<file path="src/rtl/spi_pkg.sv">
// spi_pkg: shared state encoding and frame layout for the SPI memory responder
package spi_pkg;
  localparam int DEF_DEPTH  = 32;
  localparam int DEF_ADDR_W = 8;
  localparam int DEF_DATA_W = 8;
  localparam int CMD_BITS   = DEF_ADDR_W + 1;
  localparam int FRAME_BITS = CMD_BITS + DEF_DATA_W;
  localparam int WR_POS     = 0;
  localparam int ADDR_LSB   = 1;
  localparam int DATA_LSB   = CMD_BITS;
  typedef enum logic [2:0] {IDLE, RX_CMD, RX_DATA, WAIT_CS, RD_LOAD, RD_HOLD, TX} state_t;
endpackage

</file>
<file path="src/rtl/spi_regfile.sv">
// spi_regfile: DEPTH x DATA_W register array, synchronous write and clear, combinational read
module spi_regfile #(
  parameter int DEPTH  = 32,
  parameter int DATA_W = 8,
  parameter int AW     = $clog2(DEPTH)
) (
  input  logic              clk,
  input  logic              rst,
  input  logic              we,
  input  logic [AW-1:0]     waddr,
  input  logic [DATA_W-1:0] wdata,
  input  logic [AW-1:0]     raddr,
  output logic [DATA_W-1:0] rdata
);
  logic [DATA_W-1:0] mem [DEPTH];
  // clear everything on reset, otherwise commit one word per write strobe
  always_ff @(posedge clk) begin
    if (rst) begin
      for (int i = 0; i < DEPTH; i++) mem[i] <= '0;
    end else if (we) begin
      mem[waddr] <= wdata;
    end
  end
  assign rdata = mem[raddr];
endmodule

</file>
<file path="src/rtl/spi_mem_responder.sv">
// spi_mem_responder: SPI target decoding LSB-first write/read frames into a register file
module spi_mem_responder import spi_pkg::*; #(
  parameter int DEPTH  = DEF_DEPTH,
  parameter int ADDR_W = DEF_ADDR_W,
  parameter int DATA_W = DEF_DATA_W
) (
  input  logic clk,
  input  logic rst,
  input  logic cs,
  input  logic mosi,
  output logic miso,
  output logic ready,
  output logic op_done
);
  localparam int CB = ADDR_W + 1;
  localparam int CW = $clog2((CB > DATA_W ? CB : DATA_W) + 1);
  localparam int AW = $clog2(DEPTH);
  state_t state, state_n;
  logic [CW-1:0] cnt, cnt_n;
  logic wr, wr_n;
  logic [ADDR_W-1:0] addr, addr_n;
  logic [DATA_W-2:0] dat, dat_n;
  logic [DATA_W-1:0] tx, tx_n, rdata, wdata;
  logic miso_n, ready_n, done_n, we, hit;
  // addresses beyond the array read as zero and swallow writes
  assign hit = 32'(addr) < 32'(DEPTH);
  assign wdata = {mosi, dat};
  spi_regfile #(.DEPTH(DEPTH), .DATA_W(DATA_W)) u_regfile (
    .clk(clk),
    .rst(rst),
    .we(we),
    .waddr(addr[AW-1:0]),
    .wdata(wdata),
    .raddr(addr[AW-1:0]),
    .rdata(rdata)
  );
  // state and datapath registers; reset also aborts any frame in flight
  always_ff @(posedge clk) begin
    if (rst) begin
      state   <= IDLE;
      cnt     <= '0;
      wr      <= 1'b0;
      addr    <= '0;
      dat     <= '0;
      tx      <= '0;
      miso    <= 1'b0;
      ready   <= 1'b0;
      op_done <= 1'b0;
    end else begin
      state   <= state_n;
      cnt     <= cnt_n;
      wr      <= wr_n;
      addr    <= addr_n;
      dat     <= dat_n;
      tx      <= tx_n;
      miso    <= miso_n;
      ready   <= ready_n;
      op_done <= done_n;
    end
  end
  // frame sequencing: address and data bits shift in from the top so LSB-first lands in place
  always_comb begin
    state_n = state;
    cnt_n   = cnt;
    wr_n    = wr;
    addr_n  = addr;
    dat_n   = dat;
    tx_n    = tx;
    miso_n  = 1'b0;
    ready_n = 1'b0;
    done_n  = 1'b0;
    we      = 1'b0;
    case (state)
      IDLE: begin
        state_n = cs ? IDLE : RX_CMD;
        cnt_n   = '0;
      end
      RX_CMD: begin
        if (cs) begin
          state_n = IDLE;
        end else begin
          cnt_n  = cnt + CW'(1);
          wr_n   = (cnt == '0) ? mosi : wr;
          addr_n = (cnt == '0) ? addr : {mosi, addr[ADDR_W-1:1]};
          if (cnt == CW'(CB - 1)) begin
            state_n = wr ? RX_DATA : RD_LOAD;
            cnt_n   = '0;
          end
        end
      end
      RX_DATA: begin
        if (cs) begin
          state_n = IDLE;
        end else begin
          cnt_n = cnt + CW'(1);
          dat_n = {mosi, dat[DATA_W-2:1]};
          if (cnt == CW'(DATA_W - 1)) begin
            we      = hit;
            done_n  = 1'b1;
            state_n = WAIT_CS;
          end
        end
      end
      WAIT_CS: state_n = cs ? IDLE : WAIT_CS;
      RD_LOAD: begin
        tx_n    = hit ? rdata : '0;
        miso_n  = tx_n[0];
        ready_n = 1'b1;
        state_n = RD_HOLD;
      end
      RD_HOLD: begin
        miso_n  = tx[0];
        cnt_n   = '0;
        state_n = TX;
      end
      TX: begin
        tx_n   = tx >> 1;
        cnt_n  = cnt + CW'(1);
        miso_n = (cnt == CW'(DATA_W - 1)) ? 1'b0 : tx[1];
        state_n = (cnt == CW'(DATA_W - 1)) ? IDLE : TX;
      end
      default: state_n = IDLE;
    endcase
  end
endmodule

</file>
<file path="config.mk">
export PLATFORM = sky130hd
export DESIGN_NAME = spi_mem_responder
export DESIGN_NICKNAME = d
export VERILOG_FILES = /design/src/rtl/spi_pkg.sv /design/src/rtl/spi_regfile.sv /design/src/rtl/spi_mem_responder.sv
export SDC_FILE = /design/constraint.sdc
export NUM_CORES = 1
export LEC_CHECK = 0
export BUFFER_PORTS_ARGS = -buffer_cell sky130_fd_sc_hd__buf_4
export CAP_MARGIN = 20
export CORE_UTILIZATION = 65
export CTS_BUF_LIST = sky130_fd_sc_hd__clkbuf_4 sky130_fd_sc_hd__clkbuf_8
export DETAILED_ROUTE_END_ITERATION = 16
export PLACE_DENSITY_LB_ADDON = 0.1
export SYNTH_ARGS = -nofsm -noshare
export SYNTH_HDL_FRONTEND = slang
export SYNTH_HIERARCHICAL = 1
export SYNTH_SLANG_ARGS = --single-unit
</file>
<file path="constraint.sdc">
create_clock -name clk -period 3.7 [get_ports clk]
set_input_delay 1.11 -clock clk [delete_from_list [all_inputs] [get_ports clk]]
set_output_delay 1.11 -clock clk [all_outputs]
set_load 0.005 [all_outputs]
</file>
==> results.cfg <==
[run_status]
status = finished, final reports clean

[timing]
setup_viol = 0
fin_tns_setup_ns = 0
min_period_ns = 3.10
slew_headroom = 0.400
slew_viol_final = 0
clock.fmax_mhz = 323
grt_setup_unrepaired = no
hold_violations = 0
finalCritPeriodShare = 0.837
fin_skew_ns = 0.0178
worst_pin_slew_ns = 0.900

[route]
drt-initial-drc-count = 665
wl_met3_mm = 2.56
route.met2.wl_mm = 14.2
wl_per_cell_um = 23.6
dr.max_layer_used = met5
ant_nets = 0
viasPerCell = 6.14
firstDrtPassIters = 6
vias = 7653
wl_mm = 29.3
m1WireLength_mm = 11.9
route.detailed.drc = 0

[clock_network]
clockRootBuffer = clkbuf_8
cts_sinks = 290
postCtsSetupBuffers = 0
clkTransAtPathRegs_ns = 0.06
cts_buffers = 45
cts.path.max_buffers = 3
cts_resized = 0
cts_tree = yes
cts_hold_buf = 0
insertion_delay_ns = 0.56
htree_levels = 2

[die]
start_util = 0.663
die-width_um = 145
coreArea_um2 = 20200
num_io_pins = 7
die_h_um = 145
rows = 52
die-area_um2 = 21100

[setup_path]
critPathLaunchType = flip-flop
cp_max_fo = 39
end_kind = flip-flop
critPathKind = flip-flop to flip-flop
worstPathArrival_ns = 3.52
required_ns = 4.12

[yosys]
synthCells = 902
synth_edf_count = 256
synth_top_area_frac = 0.575
ys_types = 46
yosys_warnings = 6
synth_area_leaders = edfxtp_1, mux4_2, and2_1, dfxtp_1, nor2_1
synth_area_per_cell_um2 = 14.8
async_flop_share = 0
synth_largest_area_cell = edfxtp_1
yosys_most_used_dff = edfxtp_1
synth_fp_nets = 908
synth_seq_area_share = 0.626
ys_ff_latch = 290
syn_area_um2 = 13400

[layout]
nNetsFinal = 953
area_growth_pct = 10.2
n_antenna_cell = 0
drive_above_1_share = 0.268

[pwr]
comb_power_share = 0.038
ir_drop_uv = 338
seq_power_share = 0.571
clockPowerShare = 0.391
p_int_uw = 5220
switching_share = 0.210
power_uw = 6610
power.switching_uw = 1390
power_density_nw_per_um2 = 449
leakage_uw = 0.00503

[global_route]
grt_max_degree = 52
track_usage = 0.294
grt_pass1_wl_mm = 46.0
grt_pass1_vias = 7810
overflow = 0
antenna_found_initial = 1

[placement]
dp_hpwl_mm = 19.3
place_congestion = 0.885
portBuffers = 6

[min_path]
hold_path_class = flip-flop to flip-flop

[run]
drv_cap = 0
## cell type report
type | count | area (um2)
clock buffer | 62 | 766
multi-input combinational | 547 | 4690
inverter | 4 | 15.0
timing repair buffer | 59 | 450
sequential | 290 | 8370
clock inverter | 14 | 98.8
fill | 1295 | 5440
tap | 270 | 338
## metal layers
metal  global-route usage  vias up
met1                0.412     3826
met3               0.0602       52
met5                    0        -
li1                     -     3392
met2                0.469      381
met4               0.0958        2
## power groups by stage
stage	Combinational, uW	Clock [uW]	Sequential (uW)
after floorplan	190	0	3800
after global placement	239	0	3820
after detailed placement	249	0	3830
after CTS	250	2630	3770
after global routing	269	2770	3780
final	251	2590	3770
## per-stage QoR
stage / hold WS (ns) / worst slack, ns / utilization / area, um2 / cells
floorplan: 0.432 / 0.438 / - / 13400 / 902
global placement: 0.440 / 0.356 / 0.687 / 13800 / 1169
detailed placement: 0.478 / 0.236 / 0.687 / 13900 / 1170
CTS: 0.487 / 0.540 / 0.730 / 14700 / 1246
global route: 0.505 / 0.379 / 0.730 / 14700 / 1246
finish: 0.482 / 0.603 / 0.730 / 14700 / 1246
## Yosys cell counts (all sizes together) (2+ instances only)
master / instances
mux2i: 9
a21oi: 15
nor2b: 2
inv: 4
a221oi: 6
nor2: 56
ha: 2
or3: 3
edfxtp: 256
buf: 21
nand2: 24
dfxtp: 34
and2: 256
nand4bb: 2
nor3: 13
o21ai: 6
nand3: 5
or3b: 3
mux4: 80
clkbuf: 40
nand2b: 4
or2: 32
mux2: 8
nand3b: 5
## cell families (layout without fill, tap and decap cells)
group | Yosys count | count (layout) | synth area share
muxes | 97 | 97 | 0.148
buffers and inverters | 65 | 139 | 0.0230
AOI/OAI and AO/OA | 34 | 34 | 0.0175
and+or+nand+nor | 413 | 413 | 0.182
adders and majority gates | 2 | 2 | 0.00187
xor gates and xnor gates | 1 | 1 | 0.000655
DFF | 290 | 290 | 0.626
## layout by cell type, fill, tap and decap left out, types with 3 or more instances in the layout
cell      count
inv_1         4
clkbuf_4     14
nand3b_1      5
mux2i_1       9
mux4_2       80
or3b_2        3
dfxtp_1      32
clkinv_1      5
edfxtp_1    256
nand2b_1      3
clkbuf_8     48
or3_1         3
clkinv_2      5
nand3_1       5
a221oi_1      6
buf_4        58
and2_1      256
mux2_2        8
nor2_1       55
nand2_1      24
a21oi_1      15
or2_2        32
nor3_1       12
o21ai_0       6
## state kept, by name, indices dropped and copies added, names as in the netlist
register / flops
addr: 8
cnt: 4
dat: 7
miso: 1
op_done: 1
ready: 1
state: 3
tx: 8
u_regfile/mem: 256
wr: 1
## critical path: stages, from the launching register on
cell and delay [ns]:
dfxtp_4 0.84, buf_4 0.34, mux4_2 0.55, mux4_2 0.53
mux2_2 0.33, a221oi_1 0.27, nor3_1 0.08
## path summary, 6_finish.rpt
check / startpoint / endpoint / slack (ns) / cells after the start
min reg2reg: tx[7]$_SDFFE_PP0P_ / tx[7]$_SDFFE_PP0P_ / 0.48 / 2
min: tx[7]$_SDFFE_PP0P_ / tx[7]$_SDFFE_PP0P_ / 0.48 / 2
max: addr[1]$_SDFFE_PP0P_ / tx[2]$_SDFFE_PP0P_ / 0.60 / 6
max reg2reg: addr[1]$_SDFFE_PP0P_ / tx[2]$_SDFFE_PP0P_ / 0.60 / 6
No activity file was read; power rests on OpenSTA's default activity.
